File: src/rtl/ad_regs_bank_if.sv
// fx-bus port bundle for one device register bank: write/read strobes, addresses,
// write data and registered read data.
interface ad_regs_bank_if;
    logic [21:0] fx_waddr;
    logic        fx_wr;
    logic [7:0]  fx_data;
    logic [21:0] fx_raddr;
    logic        fx_rd;
    logic [7:0]  fx_q;

    modport master (
        output fx_waddr, fx_wr, fx_data, fx_raddr, fx_rd,
        input  fx_q
    );

    modport slave (
        input  fx_waddr, fx_wr, fx_data, fx_raddr, fx_rd,
        output fx_q
    );
endinterface

File: src/rtl/ad_regs_bank.sv
// Per-device fx-bus register bank: RW config registers with write strobes, RO status
// registers and a sticky event register with mask, W1C and optional clear-on-read.
module ad_regs_bank #(
    parameter int unsigned          N_CFG    = 8,
    parameter logic [15:0]          CFG_BASE = 16'h0080,
    parameter logic [8*N_CFG-1:0]   CFG_RST  = {8'h87, 8'h86, 8'h85, 8'h84,
                                                8'h83, 8'h82, 8'h81, 8'h80},
    parameter int unsigned          N_STS    = 4,
    parameter logic [15:0]          STS_BASE = 16'h0040,
    parameter logic [15:0]          EVT_ADDR = 16'h0010,
    parameter logic [15:0]          MSK_ADDR = 16'h0011,
    parameter bit                   EVT_COR  = 1'b0,
    parameter logic [7:0]           RD_DFLT  = 8'h55
) (
    input  logic                 clk_sys,
    input  logic                 rst_n,
    input  logic [5:0]           dev_id,
    ad_regs_bank_if.slave        fx,
    output logic [8*N_CFG-1:0]   cfg_q,
    output logic [N_CFG-1:0]     cfg_wstb,
    input  logic [8*N_STS-1:0]   sts_d,
    input  logic [7:0]           evt_in,
    output logic                 evt_irq
);

    localparam logic [15:0] N_CFG16 = 16'(N_CFG);
    localparam logic [15:0] N_STS16 = 16'(N_STS);

    logic                 now_wr;
    logic                 now_rd;
    logic [15:0]          woff;
    logic [15:0]          roff;
    logic [15:0]          w_cfg_idx;
    logic [15:0]          w_sts_idx;
    logic [15:0]          r_cfg_idx;
    logic [15:0]          r_sts_idx;

    logic [N_CFG-1:0]     wsel_cfg;
    logic                 w_evt;
    logic                 w_msk;
    logic                 r_evt;

    logic [8*N_CFG-1:0]   cfg_reg_q, cfg_reg_d;
    logic [N_CFG-1:0]     wstb_q;
    logic [7:0]           rdata_q, rdata_d;
    logic [7:0]           pend_q, pend_d;
    logic [7:0]           mask_q, mask_d;
    logic [7:0]           prev_q;
    logic                 irq_q, irq_d;
    logic [7:0]           rise;
    logic [7:0]           clr;

    assign now_wr = fx.fx_wr & (fx.fx_waddr[21:16] == dev_id);
    assign now_rd = fx.fx_rd & (fx.fx_raddr[21:16] == dev_id);
    assign woff   = fx.fx_waddr[15:0];
    assign roff   = fx.fx_raddr[15:0];

    // Window hits use wrapping subtraction so offsets below a base fall out of range.
    assign w_cfg_idx = woff - CFG_BASE;
    assign w_sts_idx = woff - STS_BASE;
    assign r_cfg_idx = roff - CFG_BASE;
    assign r_sts_idx = roff - STS_BASE;

    always_comb begin
        wsel_cfg = '0;
        w_evt    = 1'b0;
        w_msk    = 1'b0;
        if (now_wr) begin
            if (woff == 16'h0000) begin
                w_evt = 1'b0;
            end else if (woff == EVT_ADDR) begin
                w_evt = 1'b1;
            end else if (woff == MSK_ADDR) begin
                w_msk = 1'b1;
            end else if (w_sts_idx < N_STS16) begin
                w_evt = 1'b0;
            end else if (w_cfg_idx < N_CFG16) begin
                for (int unsigned i = 0; i < N_CFG; i++) begin
                    if (w_cfg_idx == 16'(i)) begin
                        wsel_cfg[i] = 1'b1;
                    end
                end
            end
        end
    end

    always_comb begin
        cfg_reg_d = cfg_reg_q;
        for (int unsigned i = 0; i < N_CFG; i++) begin
            if (wsel_cfg[i]) begin
                cfg_reg_d[8*i +: 8] = fx.fx_data;
            end
        end
    end

    always_comb begin
        rdata_d = '0;
        r_evt   = 1'b0;
        if (now_rd) begin
            if (roff == 16'h0000) begin
                rdata_d = {2'b00, dev_id};
            end else if (roff == EVT_ADDR) begin
                rdata_d = pend_q;
                r_evt   = 1'b1;
            end else if (roff == MSK_ADDR) begin
                rdata_d = mask_q;
            end else if (r_sts_idx < N_STS16) begin
                for (int unsigned j = 0; j < N_STS; j++) begin
                    if (r_sts_idx == 16'(j)) begin
                        rdata_d = sts_d[8*j +: 8];
                    end
                end
            end else if (r_cfg_idx < N_CFG16) begin
                for (int unsigned i = 0; i < N_CFG; i++) begin
                    if (r_cfg_idx == 16'(i)) begin
                        rdata_d = cfg_reg_q[8*i +: 8];
                    end
                end
            end else begin
                rdata_d = RD_DFLT;
            end
        end
    end

    // Clear-on-read drops only what the read returned; a rise on the same edge wins.
    always_comb begin
        rise = evt_in & ~prev_q;
        clr  = '0;
        if (w_evt) begin
            clr = clr | fx.fx_data;
        end
        if (EVT_COR && r_evt) begin
            clr = clr | pend_q;
        end
        pend_d = (pend_q & ~clr) | rise;
        mask_d = w_msk ? fx.fx_data : mask_q;
        irq_d  = |(pend_d & mask_d);
    end

    always_ff @(posedge clk_sys or negedge rst_n) begin
        if (!rst_n) begin
            cfg_reg_q <= CFG_RST;
            wstb_q    <= '0;
            rdata_q   <= '0;
            pend_q    <= '0;
            mask_q    <= '0;
            prev_q    <= '0;
            irq_q     <= 1'b0;
        end else begin
            cfg_reg_q <= cfg_reg_d;
            wstb_q    <= wsel_cfg;
            rdata_q   <= rdata_d;
            pend_q    <= pend_d;
            mask_q    <= mask_d;
            prev_q    <= evt_in;
            irq_q     <= irq_d;
        end
    end

    assign cfg_q    = cfg_reg_q;
    assign cfg_wstb = wstb_q;
    assign fx.fx_q  = rdata_q;
    assign evt_irq  = irq_q;

endmodule

File: src/flat_wrapper.sv
// flat-port wrapper written by rule: the top's interface ports become plain ports
module ad_regs_bank_flat 
#(
    parameter int unsigned          N_CFG    = 8,
    parameter logic [15:0]          CFG_BASE = 16'h0080,
    parameter logic [8*N_CFG-1:0]   CFG_RST  = {8'h87, 8'h86, 8'h85, 8'h84,
                                                8'h83, 8'h82, 8'h81, 8'h80},
    parameter int unsigned          N_STS    = 4,
    parameter logic [15:0]          STS_BASE = 16'h0040,
    parameter logic [15:0]          EVT_ADDR = 16'h0010,
    parameter logic [15:0]          MSK_ADDR = 16'h0011,
    parameter bit                   EVT_COR  = 1'b0,
    parameter logic [7:0]           RD_DFLT  = 8'h55
)
  (clk_sys, rst_n, dev_id, cfg_q, cfg_wstb, sts_d, evt_in, evt_irq, fx_fx_waddr, fx_fx_wr, fx_fx_data, fx_fx_raddr, fx_fx_rd, fx_fx_q);
  ad_regs_bank_if fx_i ();
  input  logic clk_sys;
  input  logic rst_n;
  input  logic [5:0] dev_id;
  output logic [8*N_CFG-1:0] cfg_q;
  output logic [N_CFG-1:0] cfg_wstb;
  input  logic [8*N_STS-1:0] sts_d;
  input  logic [7:0] evt_in;
  output logic evt_irq;
  input wire logic [$bits(fx_i.fx_waddr)-1:0] fx_fx_waddr;
  input wire logic [$bits(fx_i.fx_wr)-1:0] fx_fx_wr;
  input wire logic [$bits(fx_i.fx_data)-1:0] fx_fx_data;
  input wire logic [$bits(fx_i.fx_raddr)-1:0] fx_fx_raddr;
  input wire logic [$bits(fx_i.fx_rd)-1:0] fx_fx_rd;
  output wire logic [$bits(fx_i.fx_q)-1:0] fx_fx_q;
  assign fx_i.fx_waddr = fx_fx_waddr;
  assign fx_i.fx_wr = fx_fx_wr;
  assign fx_i.fx_data = fx_fx_data;
  assign fx_i.fx_raddr = fx_fx_raddr;
  assign fx_i.fx_rd = fx_fx_rd;
  assign fx_fx_q = fx_i.fx_q;
  ad_regs_bank #(.N_CFG(N_CFG), .CFG_BASE(CFG_BASE), .CFG_RST(CFG_RST), .N_STS(N_STS), .STS_BASE(STS_BASE), .EVT_ADDR(EVT_ADDR), .MSK_ADDR(MSK_ADDR), .EVT_COR(EVT_COR), .RD_DFLT(RD_DFLT)) u_core (.clk_sys(clk_sys), .rst_n(rst_n), .dev_id(dev_id), .fx(fx_i), .cfg_q(cfg_q), .cfg_wstb(cfg_wstb), .sts_d(sts_d), .evt_in(evt_in), .evt_irq(evt_irq));
endmodule
File: config.mk
export PLATFORM = sky130hd
export DESIGN_NAME = ad_regs_bank_flat
export DESIGN_NICKNAME = d
export VERILOG_FILES = /design/src/rtl/ad_regs_bank_if.sv /design/src/rtl/ad_regs_bank.sv /design/src/flat_wrapper.sv
export SDC_FILE = /design/constraint.sdc
export NUM_CORES = 1
export LEC_CHECK = 0
export ABC_CLOCK_PERIOD_IN_PS = 3000
export CAP_MARGIN = 5
export CORE_UTILIZATION = 45
export DETAILED_ROUTE_END_ITERATION = 12
export MAX_ROUTING_LAYER = met4
export PLACE_DENSITY = 0.79
export SKIP_CTS_REPAIR_TIMING = 1
export SLEW_MARGIN = 40
export SYNTH_ARGS = -nofsm -noshare
export SYNTH_HDL_FRONTEND = slang
export SYNTH_SLANG_ARGS = --single-unit
File: constraint.sdc
create_clock -name clk_sys -period 3 [get_ports clk_sys]
set_input_delay 0.75 -clock clk_sys [delete_from_list [all_inputs] [get_ports clk_sys]]
set_output_delay 0.75 -clock clk_sys [all_outputs]
set_load 0.02 [all_outputs]
=== After elaboration in Yosys (flattened, before gate mapping) ===
Cells that the tools add are included.

* $add $sub $neg: 4
* Order comparisons: 4
* Equality and inequality tests: 23
* Mux-type cells: 41
* Bitwise logic cells: 8
* Reductions and logical operators: 6

{| class="wikitable"
|+ Operators with widths
! kind !! number
|-
| 8-bit 2-to-1 mux || 26
|-
| 16-bit by 3-bit == test with 1-bit output (second input constant) || 8
|-
| 16-bit by 2-bit == test with 1-bit output (second input constant) || 6
|-
| 16-bit zero test || 5
|-
| 16-bit by 5-bit == test with 1-bit output (second input constant) || 4
|-
| 16-bit by 1-bit == test with 1-bit output (second input constant) || 3
|-
| 16-bit by 3-bit less-than comparator with 1-bit output (second input constant) || 2
|-
| 16-bit by 4-bit less-than comparator with 1-bit output (second input constant) || 2
|-
| 16-bit by 7-bit subtractor with 16-bit output (second input constant) || 2
|-
| 16-bit by 8-bit subtractor with 16-bit output (second input constant) || 2
|-
| 8-bit bitwise AND || 3
|-
| 8-bit inverter || 2
|-
| 1-bit 2-to-1 mux || 15
|-
| 6-bit == test || 2
|-
| 8-bit bitwise OR || 1
|-
| 8-bit OR reduction || 1
|-
| 1-bit bitwise AND || 2
|}

* Register bits: 105
* Output and inout port bits: 81
* Logic and storage cells: 100

=== Logic depth before layout (Yosys ltp) ===
Gate-level depths: netlist (run 1).

* Word-level depth: 16
* Mapped depth: 9
* Gate-level depth less buffers: 8

=== Least setup slack after synthesis (run 1) ===
Ideal clock, no wire load.

* Path type: input-to-reg
* Start point: input port fx_fx_waddr[10]
* End point: register u_core.cfg_reg_q[0] (netlist: u_core.cfg_q[0])
* Setup time: 125 ps
* Arrival time: 2,643 ps
* Data required time: 2,875 ps
* Slack: 232 ps
* Cell stages on the path: 7
* Path through: nor4_1 > nand2_1 > or2_1 > or4_1 > buf_4 > nor2_4 > mux2_2

* Longest elaborated chain between the ends: 9

{| class="wikitable"
|+ Ends and longest elaborated chain
! element !! RTL line !! text
|-
| start: declaration || flat_wrapper.sv:25 || <nowiki>input wire logic [$bits(fx_i.fx_waddr)-1:0] fx_fx_waddr;</nowiki>
|-
| parallel branches: the longest is 7 deep, another holds 16-bit by 8-bit subtractor with 16-bit output || - ||
|-
| 8-bit 2-to-1 mux * || ad_regs_bank.sv:69 || <nowiki>if (woff == 16'h0000) begin</nowiki>
|-
| 8-bit 2-to-1 mux * || ad_regs_bank.sv:68 || <nowiki>if (now_wr) begin</nowiki>
|-
| end signal: assignment || ad_regs_bank.sv:150 || <nowiki>cfg_reg_q <= cfg_reg_d;</nowiki>
|-
| end: declaration || ad_regs_bank.sv:43 || <nowiki>logic [8*N_CFG-1:0] cfg_reg_q, cfg_reg_d;</nowiki>
|}

Mark *: on every way between the ends.
A chain may end at the register's enable or synchronous reset.

=== Worst setup path after layout (run 1) ===
* Start point: input port fx_fx_waddr[7]
* End point: register u_core.cfg_reg_q[26] (netlist: u_core.cfg_q[26])

* Longest elaborated chain between the ends: 9

{| class="wikitable"
|+ Ends and longest elaborated chain
! element !! RTL line
|-
| parallel branches: the longest is 7 deep, another holds 16-bit by 8-bit subtractor with 16-bit output || -
|-
| 8-bit 2-to-1 mux * || ad_regs_bank.sv:69
|-
| 8-bit 2-to-1 mux * || ad_regs_bank.sv:68
|}

Marks and branches as above.

==> flow_summary_export.csv, run 1 <==
group,metric,value,unit
synth,syn_area,5400,um2
routing,drt-initial-drc-count,314,
floorplanning,dieHeight,111.5,um
finish,final_area,8214,um2
synth,synth-simple-area-share,11.05,%
clocking,cts_htree_levels,3,
routing,drc,17,
pwr,intPower,2.259,mW
pwr,p_total,2.972,mW
synth,synthAdderAreaFrac,0.6951,%
synth,synthMuxAreaShare,22.54,%
global_routing,grt_max_degree,62,
placed_design,dp_hpwl,13490,um
synth,ys_ff_latch,105,
placed_design,dp_slack,-568.7,ps
sta,relSlewSlack,60.25,%
synth,synth_top_family_by_area,"multiplexers",
sta,max_freq,330.0,MHz
sta,whs,408.0,ps
clocking,cts_buffers,9,
sta,finalCritPeriodShare,101.0,%
sta,period_minus_slack,3030,ps
synth,yosysTopAreaCellShare,39.39,%
pwr,pwr-share-comb,13.2,%
placed_design,place_area,7726,um2
sta,fin_skew,8.221,ps
routing,drt_pass1_iterations,11,
clocking,root_buffer,"clkbuf_16",
sta,setup_violations,8,
floorplanning,io_pins,183,
synth,synth_compound_area_share,10.57,%
worst_setup_path,arrival,3250,ps
global_routing,grt_pass1_vias,4837,
pwr,leakagePower,3.712,nW
finish,synthToLayoutAreaGrowth,52.11,%
worst_setup_path,cp_max_fo,8,
global_routing,grt_pass1_wl,27340,um
worst_setup_path,reg2reg_to,"u_core.fx.fx_q[7]",
synth,synth_cells,460,
pwr,p_seq_share,47.9,%
floorplanning,initial_core_util,46.69,%
worst_setup_path,r2r_cells,6,
sta,setup-tns-final,-163.7,ps
worst_setup_path,r2r_slack,1320,ps
synth,synth_ff_type,"dfrtp_1",
worst_setup_path,r2r-start,"u_core.cfg_q[15]",
sta,worst_slew_pin_slew,596.2,ps
floorplanning,rows,39,
synth,synth_nets,565,
hold_path,min_path_type,"in2async",
finish,diodes,0,
routing,ant_nets,0,
clocking,clock_sinks,105,
pwr,ir_drop,0.3565,mV
finish,fin_nets,791,
worst_setup_path,startpoint,"fx_fx_waddr[7]",
clocking,worstSkewPairLatency,350,ps
synth,seq_area_frac_synth,49.12,%
synth,yosys_warnings,0,
synth,synth_cell_type_count,55,
floorplanning,dieArea,12440,um2
clocking,cts_tree,"built",
outcome,violations,"DRC, setup timing",
routing,wirelength,17650,um
synth,yosysTopAreaCell,"dfrtp_1",
clocking,clockBufferDepth,2,
sta,slew_violations,0,
flow_run,drv_cap,0,
synth,synth_area_leaders,"dfrtp_1, mux2_2, dfstp_2",
worst_setup_path,crit_type,"in2reg",
pwr,p_sw,0.7130,mW
synth,synthArstFlopShare,100.0,%
floorplanning,core,11560,um2
global_routing,overflow,0,
pwr,netSwitchingFraction,23.99,%
synth,synthXorXnorAreaFrac,2.108,%
placed_design,gp_congestion,0.9108,
floorplanning,die-width,111.5,um
synth,avgSynthCellArea,11.74,um2
routing,num_vias,4783,
placed_design,io_buffers,182,
worst_setup_path,cp.required,3220,ps
synth,synth_edf_count,0,
worst_setup_path,end_kind,"register",
global_routing,grtUsageTotal,29.84,%
finish,drive_gt1_share,29.67,%
clocking,clkSlewWorstSetupHoldPaths,70,ps
routing,drt-vias-per-instance,5.735,
pwr,p_clk_share,38.9,%
outcome,status,"finished, violations left",
global_routing,grt_antenna_before_repair,0,
pwr,power.density,361.8,nW/um2
routing,wl_per_cell,21.17,um
worst_setup_path,cp-start-kind,"input port",
worst_setup_path,crit_end,"u_core.cfg_q[26]",
sta,final.setup.worst_slack,-30.05,ps
sta,finalHoldViolCount,0,
[kinds of logic after synthesis]
group,after synthesis
fa+ha+maj,3
mux,98
flops,105
compound gates,83
simple gates,104
xor+xnor,13
buf+inv,54
[power by group through the flow]
stage	Clock [mW]	Combinational (mW)	Sequential [mW]
after global placement	0	0.370	1.45
after detailed placement	0	0.377	1.45
final	1.16	0.392	1.42
after global routing	1.23	0.420	1.42
after floorplan	0	0.124	1.45
after CTS	1.17	0.379	1.42
[Yosys cell counts, drive strengths merged (4+ instances only)]
cell    number
a211oi       4
a21oi       11
a22oi        4
buf         11
clkbuf      16
dfrtp       85
dfstp       20
inv         26
mux2        79
mux2i        8
mux4        11
nand2       15
nand2b       9
nand3        7
nand4        8
nor2        27
nor3         7
nor4         9
o211ai       4
o21ai       12
o21bai       8
o221ai       4
o22ai       15
or2          4
or3          4
or4          6
xnor2       10
[how the worst min path moves through the flow]
stage                                start            endpoint  slack [ps]
final                                rst_n  u_core.cfg_wstb[0]         410
after global routing                 rst_n  u_core.cfg_wstb[0]         450
after detailed placement  u_core.cfg_q[59]    u_core.cfg_q[59]         520
after floorplan                      rst_n     u_core.cfg_q[0]         450
after global placement    u_core.cfg_q[59]    u_core.cfg_q[59]         510
after CTS                            rst_n    u_core.cfg_q[33]         430
[sequential cells by signal, indices dropped and copies added (netlist names)]
signal,flops
u_core.cfg_q,64
u_core.cfg_wstb,8
u_core.fx.fx_q,8
u_core.mask_q,8
u_core.pend_q,8
u_core.prev_q,8
u_core.evt_irq,1
[routing by layer]
metal,track usage (%),vias to the layer above,wire length (um)
met5,-,-,0
met4,8.919,0,434
met3,5.063,30,1219
met2,48.29,217,8668
met1,38.61,2382,7330
li1,-,2154,-
[layout by cell type (no fill, tap or decap), types with 4 or more instances in the layout]
cell type and n:
or4_1 4, nor3_1 7, o21bai_1 8, mux2_2 72, inv_1 26, a21oi_1 11
nand4_1 8, clkbuf_16 9, mux2_4 7, xnor2_1 7, o211ai_1 4, nor4_1 5
nand3_1 7, buf_4 56, mux4_2 11, mux2i_1 8, nand2b_1 9, a22oi_1 4
o21ai_0 12, nor2_1 23, nand2_1 14, dfrtp_1 85, dfstp_2 20, clkdlybuf4s50_1 167
a211oi_1 4, or3_1 4, buf_12 4, o22ai_1 15, o221ai_1 4, dlymetal6s2s_1 13
[per-stage QoR]
step           cells  util, %
6_report         834    71.03
5_1_grt          834    71.03
4_1_cts          828    69.36
3_5_place_dp     812    66.81
3_3_place_gp     812    66.81
2_1_floorplan    460        -
[final cells by class]
type / instances / area (um2)
fill: 834 / 3351
inverter: 27 / 101.3
tap: 143 / 178.9
multi-input combinational: 301 / 2631
clock buffer: 11 / 252.7
clock inverter: 5 / 42.54
sequential: 105 / 2653
timing repair buffer: 242 / 2355
[worst max-delay path: stages]
cell	delay (ps)
clkdlybuf4s50_1	460
inv_1	60
buf_4	140
ha_1	220
xnor2_1	190
nand2_1	120
or4_4	510
buf_8	170
nor2_4	290
mux2_4	340
Note: power is estimated with default switching activity, not from simulation.
==> run 2, diff against run 1 <==
Settings changed: CAP_MARGIN 5 to not set.
==> results of run 2 <==
Final layout, timing and power as in run 1 (identical DEF).
==> run 3, diff against run 2 <==
Settings changed: CORE_UTILIZATION 45 to 50, PLACE_DENSITY 0.79 to 0.87.
==> run 3 against run 2 <==
  * The run now ends clean
  * Critical path depth is 2 lower
  * First-iteration DRC count is 50% higher
  * Register-to-register slack worse by 120 ps
  * Via count grew 4.3%
  * Cell count decreased by 1.7%
  * Hold slack got worse by 45 ps
  * Clock skew grew 1.8 ps
  * Die area down 9.8%
  * Combinational power rose by 1%
  * Largest cell class unchanged
==> flow_summary_export.csv, run 3 (synthesis results as in run 1) <==
group,metric,value,unit
worst_setup_path,arrival,3230,ps
sta,slew_violations,0,
pwr,leakagePower,3.517,nW
clocking,clockBufferDepth,2,
sta,fin_skew,10.06,ps
floorplanning,dieHeight,105.9,um
global_routing,overflow,0,
sta,final.setup.worst_slack,22.93,ps
floorplanning,rows,37,
global_routing,grt_max_degree,61,
sta,worst_slew_pin_slew,604.7,ps
routing,drt-vias-per-instance,6.084,
worst_setup_path,cp-start-kind,"input port",
finish,layout.cells.non_filler,820,
floorplanning,die-width,105.9,um
routing,drc,0,
hold_path,min_path_type,"in2async",
sta,finalHoldViolCount,0,
floorplanning,io_pins,183,
clocking,cts_tree,"built",
placed_design,dpl.cell_count,801,
worst_setup_path,cp_max_fo,8,
routing,drt-initial-drc-count,470,
clocking,clkSlewWorstSetupHoldPaths,100,ps
clocking,cts_buffers,9,
finish,layout_commonest_cell,"clkdlybuf4s50_1",
finish,synthToLayoutAreaGrowth,49.17,%
routing,drt_pass1_iterations,6,
floorplanning,initial_core_util,51.84,%
routing,ant_nets,0,
finish,most-common-layout-cells,"clkdlybuf4s50_1, dfrtp_1, mux2_2, buf_4, inv_1",
placed_design,dp_hpwl,13240,um
clocking,clock_sinks,105,
worst_setup_path,crit_type,"in2reg",
clocking,root_buffer,"clkbuf_8",
sta,max_freq,335.9,MHz
sta,period_minus_slack,2977,ps
clocking,worstSkewPairLatency,370,ps
sta,setup_violations,0,
routing,wirelength,18110,um
placed_design,gp_congestion,0.9966,
sta,finalCritPeriodShare,99.24,%
global_routing,grt_pass1_vias,5260,
pwr,ir_drop,0.2127,mV
global_routing,grtUsageTotal,33.81,%
flow_run,drv_cap,0,
floorplanning,core,10420,um2
worst_setup_path,end_kind,"register",
floorplanning,dieArea,11220,um2
routing,wl_per_cell,22.08,um
global_routing,grt_antenna_before_repair,0,
finish,drive_gt1_share,29.24,%
finish,largest_reg_flops,64,
sta,whs,363.1,ps
global_routing,grt_pass1_wl,27720,um
clocking,cts_htree_levels,3,
pwr,power.density,338.7,nW/um2
placed_design,io_buffers,182,
routing,num_vias,4989,
outcome,status,"complete, no violations",
finish,fin_nets,784,
sta,relSlewSlack,59.69,%
worst_setup_path,cp.required,3260,ps
placed_design,dp_slack,-476.2,ps
sta,rsz0062_at_grt,"true",
finish,diodes,0,
## run 3: cell count changes in the layout (fill, tap and decap cells not counted), sizes merged
cell           change
clkdlybuf4s50     +13
dlymetal6s2s      -13
buf                -7
inv                -4
clkinv             +3
bufinv             +1
## run 3: worst paths after layout
path	start	endpoint	depth (start not counted)	slack, ps
worst min-delay path	rst_n	u_core.cfg_q[35]	1	360
worst max register to register	u_core.cfg_q[13]	u_core.fx.fx_q[5]	6	1200
max in group asynchronous	rst_n	u_core.cfg_q[55]	2	1860
worst max-delay path	fx_fx_waddr[13]	u_core.cfg_q[12]	8	20
min in group clk_sys	u_core.cfg_q[59]	u_core.cfg_q[59]	1	530
worst min register to register	u_core.cfg_q[59]	u_core.cfg_q[59]	1	530
## run 3: per-layer routing
| layer | routed length [um] | track usage, % |
|---|---|---|
| met5 | 0 | - |
| met4 | 590 | 13.39 |
| met3 | 1396 | 6.131 |
| met2 | 8849 | 54.30 |
| met1 | 7272 | 42.80 |
## run 3: metrics by stage
step	area (um2)	TNS, ps	utilization, %	power, mW
final	8055	0	77.33	2.729
after global routing	8055	-252.4	77.33	2.821
after CTS	7906	-1360	75.90	2.714
after detailed placement	7700	-16540	73.92	1.826
after global placement	7700	-12740	73.92	1.814
after floorplan	5400	0	-	1.575
## run 3: critical path, cell delays in order
cell and delay (ps):
clkdlybuf4s50_1 450, nor4_4 320, nand2_1 140, or2_1 260, or4_4 530, buf_6 160
nor2_4 230, mux2_2 380
## run 3: area by class of cell
cell class	instances	area (um2)
Clock buffer	11	141.4
Clock inverter	5	65.06
Fill cell	637	2361
Inverter	27	101.3
Multi-Input combinational cell	301	2643
Sequential cell	105	2653
Tap cell	136	170.2
Timing Repair Buffer	235	2282
## run 3: report_power, final
| group | internal (mW) | switching [mW] | leakage (nW) |
|---|---|---|---|
| combinational | 0.213 | 0.184 | 2.08 |
| sequential | 1.42 | 0.00189 | 1.33 |
| clock | 0.415 | 0.493 | 0.104 |
